<file path="src/rtl/reg_wb_pkg.sv">
// Shared widths, queue entry type and sizing helper for the register write-back queue.
package reg_wb_pkg;

  localparam int unsigned DataW = 16;
  localparam int unsigned AddrW = 4;

  typedef struct packed {
    logic [AddrW-1:0] dest;
    logic [DataW-1:0] data;
  } wb_entry_t;

  // Occupancy counter must represent 0..depth inclusive.
  function automatic int unsigned cnt_width(input int unsigned depth);
    return $clog2(depth) + 1;
  endfunction

endpackage

</file>
<file path="src/rtl/reg_wb_match.sv">
// Forwarding lookup: finds the youngest valid queue entry whose destination matches a query index.
module reg_wb_match
  import reg_wb_pkg::*;
#(
  parameter int unsigned Depth = 4,
  localparam int unsigned PtrW = $clog2(Depth)
) (
  input  wb_entry_t        entries_i [Depth],
  input  logic [Depth-1:0] valid_i,
  input  logic [PtrW-1:0]  rd_ptr_i,
  input  logic [AddrW-1:0] src_i,
  output logic             hit_o,
  output logic [DataW-1:0] fwd_o
);

  logic [PtrW-1:0] idx;

  // Walk oldest to youngest starting at the head; later matches overwrite earlier ones.
  always_comb begin
    hit_o = 1'b0;
    fwd_o = '0;
    idx   = '0;
    for (int unsigned i = 0; i < Depth; i++) begin
      idx = rd_ptr_i + PtrW'(i);
      if (valid_i[idx] && (entries_i[idx].dest == src_i)) begin
        hit_o = 1'b1;
        fwd_o = entries_i[idx].data;
      end
    end
  end

endmodule

</file>
<file path="src/rtl/reg_writeback_queue.sv">
// In-order write-back queue feeding the register file write port, with operand forwarding.
module reg_writeback_queue
  import reg_wb_pkg::*;
#(
  parameter int unsigned Depth = 4,
  localparam int unsigned PtrW = $clog2(Depth),
  localparam int unsigned CntW = cnt_width(Depth)
) (
  input  logic             clk_i,
  input  logic             rst_ni,
  input  logic             alu_valid_i,
  input  logic [AddrW-1:0] alu_dest_i,
  input  logic [DataW-1:0] alu_data_i,
  output logic             alu_ready_o,
  input  logic             mem_valid_i,
  input  logic [AddrW-1:0] mem_dest_i,
  input  logic [DataW-1:0] mem_data_i,
  output logic             mem_ready_o,
  output logic             wr_en_o,
  output logic [AddrW-1:0] wr_dest_o,
  output logic [DataW-1:0] wr_data_o,
  input  logic [AddrW-1:0] src1_i,
  input  logic [AddrW-1:0] src2_i,
  output logic             hit1_o,
  output logic             hit2_o,
  output logic [DataW-1:0] fwd1_o,
  output logic [DataW-1:0] fwd2_o,
  output logic [CntW-1:0]  count_o
);

  wb_entry_t        entries_q [Depth];
  wb_entry_t        entries_d [Depth];
  logic [Depth-1:0] valid_q, valid_d;
  logic [PtrW-1:0]  rd_ptr_q, rd_ptr_d;
  logic [PtrW-1:0]  wr_ptr_q, wr_ptr_d;
  logic [PtrW-1:0]  alu_slot;
  logic [CntW-1:0]  count_q, count_d;
  logic             full, room_for_two;
  logic             mem_acc, alu_acc, pop;

  // Ready depends only on occupancy at the start of the cycle (plus mem_valid for ALU priority).
  assign full         = (count_q == CntW'(Depth));
  assign room_for_two = (count_q <= CntW'(Depth - 2));
  assign mem_ready_o  = ~full;
  assign alu_ready_o  = mem_valid_i ? room_for_two : ~full;

  assign mem_acc  = mem_valid_i & mem_ready_o;
  assign alu_acc  = alu_valid_i & alu_ready_o;
  assign pop      = (count_q != '0);
  assign alu_slot = wr_ptr_q + PtrW'(mem_acc);

  always_comb begin
    entries_d = entries_q;
    valid_d   = valid_q;
    if (pop) begin
      valid_d[rd_ptr_q] = 1'b0;
    end
    // The mem result is older than a same-cycle ALU result, so it takes the lower slot.
    if (mem_acc) begin
      entries_d[wr_ptr_q] = '{dest: mem_dest_i, data: mem_data_i};
      valid_d[wr_ptr_q]   = 1'b1;
    end
    if (alu_acc) begin
      entries_d[alu_slot] = '{dest: alu_dest_i, data: alu_data_i};
      valid_d[alu_slot]   = 1'b1;
    end
    rd_ptr_d = rd_ptr_q + PtrW'(pop);
    wr_ptr_d = wr_ptr_q + PtrW'(mem_acc) + PtrW'(alu_acc);
    count_d  = count_q + CntW'(mem_acc) + CntW'(alu_acc) - CntW'(pop);
  end

  always_ff @(posedge clk_i) begin
    if (!rst_ni) begin
      valid_q  <= '0;
      rd_ptr_q <= '0;
      wr_ptr_q <= '0;
      count_q  <= '0;
    end else begin
      valid_q  <= valid_d;
      rd_ptr_q <= rd_ptr_d;
      wr_ptr_q <= wr_ptr_d;
      count_q  <= count_d;
    end
  end

  // Payload needs no reset: every consumer is gated by valid_q or count_q.
  always_ff @(posedge clk_i) begin
    entries_q <= entries_d;
  end

  assign wr_en_o   = pop;
  assign wr_dest_o = pop ? entries_q[rd_ptr_q].dest : '0;
  assign wr_data_o = pop ? entries_q[rd_ptr_q].data : '0;
  assign count_o   = count_q;

  reg_wb_match #(
    .Depth (Depth)
  ) u_match1 (
    .entries_i (entries_q),
    .valid_i   (valid_q),
    .rd_ptr_i  (rd_ptr_q),
    .src_i     (src1_i),
    .hit_o     (hit1_o),
    .fwd_o     (fwd1_o)
  );

  reg_wb_match #(
    .Depth (Depth)
  ) u_match2 (
    .entries_i (entries_q),
    .valid_i   (valid_q),
    .rd_ptr_i  (rd_ptr_q),
    .src_i     (src2_i),
    .hit_o     (hit2_o),
    .fwd_o     (fwd2_o)
  );

endmodule
</file>
<file path="config.mk">
export PLATFORM = sky130hd
export DESIGN_NAME = reg_writeback_queue
export DESIGN_NICKNAME = d
export VERILOG_FILES = /design/src/rtl/reg_wb_pkg.sv /design/src/rtl/reg_wb_match.sv /design/src/rtl/reg_writeback_queue.sv
export SDC_FILE = /design/constraint.sdc
export NUM_CORES = 1
export LEC_CHECK = 0
export BUFFER_PORTS_ARGS = -buffer_cell sky130_fd_sc_hd__buf_4
export CORE_ASPECT_RATIO = 0.5
export CORE_MARGIN = 4
export CORE_UTILIZATION = 59
export DETAILED_ROUTE_END_ITERATION = 7
export MAX_ROUTING_LAYER = met4
export PLACE_DENSITY = 0.82
export SLEW_MARGIN = 15
export SYNTH_ARGS = -nofsm -noshare
export SYNTH_HDL_FRONTEND = slang
export SYNTH_SLANG_ARGS = --single-unit
</file>
<file path="constraint.sdc">
create_clock -name clk_i -period 5 [get_ports clk_i]
set_input_delay 0.25 -clock clk_i [delete_from_list [all_inputs] [get_ports clk_i]]
set_output_delay 0.25 -clock clk_i [all_outputs]
set_load 0.05 [all_outputs]
</file>
==> summary.txt <==
Critical path
  – Crit. Startpoint: rd_ptr_q[0]
  – Delay of the slowest critical-path stage: 0.58 ns
  – Crit start category: flop
  – Critical Path AT: 4.15 ns
  – CP cell instances: inv_1, ha_2, buf_4, mux4_2, nand2_1, nor4_4, buf_4, or2_1, or3_1, buf_4
  – Worst path slowest cell: dfxtp_4
  – Critical Path Fanout Max: 33
  – Reg-to-reg setup timing slack: 1.96 ns
  – FF-to-FF Start: count_o[1]
  – Critical path class: reg2out
  – Crit. End Element: output port
  – Required time of the critical path: 4.75 ns
  – Most used cell, CP: buf_4

Detailed routing
  – Final ANT Viol Nets: 0
  – Met3 WL: 2100 microns
  – Wire length per cell: 20.9 microns
  – Final WL: around 22000 microns
  – DRC viols: 0
  – Top sig layer: met4
  – Initial DRC Count: 800
  – Met2 WL: 10600 microns
  – DR pass1 iterations: 5
  – Vias per cell: 6.67
  – Via count: 6916
  – M1 WL: 8630 microns

STA
  – Max Freq: between 0.2 and 0.25 GHz
  – Final hold viol count: 0
  – Max_slew headroom: 0.251
  – Fin worst setup slack: 0.597 ns
  – Final setup vio count: 0
  – RSZ-0062 raised after global routing: false
  – Final Max Slew Viols: 0
  – Worst-Margin Slew: 1.12 ns
  – Setup TNS: 0 ns
  – Period minus WS final: 4.40 ns
  – Final period util: 0.881
  – Worst Skew: 0.00755 ns

CTS
  – CTS H-Tree Depth: 3
  – CTS tree: yes
  – Cts repair resizes: 0
  – Worst-path clk slew: roughly 0.070 ns
  – Cts hold-fix bufs: 0
  – Root buf cell: clkbuf_16
  – CTS sink cnt: 91
  – Setup bufs post-CTS: 0
  – Worst-skew pair later-pin latency: around 0.34 ns
  – Clk buf depth: 2
  – Num CTS Buffers: 9

Global routing
  – Vias in the first global route: 6722
  – Initial antenna violation count: 0
  – Pin count of the biggest net entering global routing: 66
  – Overall global routing resource usage: 0.307
  – GRT overflow: 0
  – First-pass GRT wire length: 35000 microns

Cells and area
  – Layout cell share with drive strength beyond 1: 0.279
  – Layout net count: 929
  – Ant. Diodes: 0
  – Util after Layout: 0.719
  – Post-Layout Cell Count: 1037
  – # fillers: between 800 and 900
  – Layout overhead on the synthesized area: 15.5%

Placed design
  – Pre-CTS setup slack: ~1.0 ns
  – PortBufs: 111
  – DP Wirelength: roughly 15000 microns
  – Inst Count DP: just over 1000
  – RD Place Congestion: about 0.91

Run
  – Max-cap violations: 0

Logic synthesis
  – Ys Warns: 0
  – Area contributors post-synth: mux4_2, dfxtp_1, mux2i_1
  – Syn Inst Count: 793
  – Largest area contributor in the netlist: mux4_2
  – Sequential area share after synthesis: 0.240
  – Synthesized Nets: roughly 860
  – Number of synthesized flops with an enable pin: 0
  – Share of the synthesized area in the top cell type: 0.246
  – Ys flop type: dfxtp_1
  – Syn avg cell area: 9.57 sq um
  – Count of different cell masters after synthesis: 43
  – Seq cells post-synth: 91
  – Post-synthesis async set-or-reset flop share: 0
  – Count leader, synth: nand2_1
  – Post-synth top cells: nand2_1, mux2i_1, dfxtp_1
  – Post-Syn Area: 7590 sq um

Power and ir drop
  – Max VDD drop: 0.531 mV
  – Pleak: 3.50 nW
  – PwrDens: 789 nW/um^2

Floorplan
  – Initial Util: 0.622
  – Die W: 168 microns
  – Io pins: between 100 and 150
  – Die Ht: slightly below 90 microns
  – Rows: 28
  – Die ar.: between 10000 and 15000 sq um
  – Core area: between 10000 and 15000 sq um

Outcome
  – Outcome: finished, final reports clean

Hold path
  – Class of the worst hold path: in2reg
  – Hold_sp: alu_data_i[5]
==> metal layers <==
layer	vias to the layer above	GRT usage
li1	3080	-
met1	3368	0.384
met2	426	0.510
met3	42	0.0645
met4	0	0.0965
met5	-	-
==> critical path, delay by kind of cell, from the launching register on <==
kind,cells,cell delay (ns)
adders and majority gates,1,0.49
buffers and inverters,4,0.97
DFF,1,0.58
muxes,1,0.57
and+or+nand+nor,4,1.17
==> kinds of logic (layout without fill, tap and decap cells) <==
| logic type | Yosys count | count (layout) | share of synthesized area |
|---|---|---|---|
| AOI/OAI and AO/OA | 130 | 130 | 0.106 |
| xor gates and xnor gates | 37 | 37 | 0.0437 |
| adders and majority gates | 10 | 10 | 0.0175 |
| buffers and inverters | 73 | 152 | 0.0485 |
| DFF | 91 | 91 | 0.240 |
| muxes | 194 | 194 | 0.393 |
| and+or+nand+nor | 258 | 258 | 0.151 |
==> flip-flops by register name, summed over array words and instances (netlist names) <==
signal	flops
rd_ptr_q	2
count_o	3
valid_q	4
wr_ptr_q	2
entries_q	80
==> area by class of cell <==
type	instances	area (sq um)	share of cell area
Clock buffer	10	229	0.0261
Tap cell	165	206	0.0236
Timing Repair Buffer	129	968	0.111
Multi-Input combinational cell	629	5440	0.621
Clock inverter	6	65.1	0.00743
Inverter	7	26.3	0.00300
Sequential cell	91	1830	0.209
==> cells in the final DEF (no fill, tap or decap), types with 23 or more instances in the layout <==
cell type	instances
nand2_1	171
buf_4	129
mux2i_1	110
dfxtp_1	89
o21ai_0	85
mux4_2	83
and2_1	28
o221ai_1	28
xnor2_1	27
nor2_1	23
==> stage by stage <==
step | cell area (sq um) | total power, mW | hold slack, ns
after floorplan | 7590 | 5.06 | 0.359
after global placement | 8470 | 6.01 | 0.474
after detailed placement | 8470 | 6.17 | 0.480
after CTS | 8760 | 6.87 | 0.127
after global routing | 8760 | 7.34 | 0.129
final | 8760 | 6.92 | 0.129
==> final timing paths <==
kind	end	cells past startpoint
hold / removal	entries_q[65]	3
hold reg to reg	entries_q[69]	2
setup / recovery	hit1_o	10
setup reg to reg	count_o[2]	9
==> report_power, final <==
part | leakage (nW) | internal, mW | switching [mW]
sequential | 0.765 | 1.11 | 0.483
clock | 0.143 | 0.388 | 0.285
combinational | 2.59 | 2.03 | 2.62
total | 3.50 | 3.52 | 3.39
(Power assumes the default switching activity.)
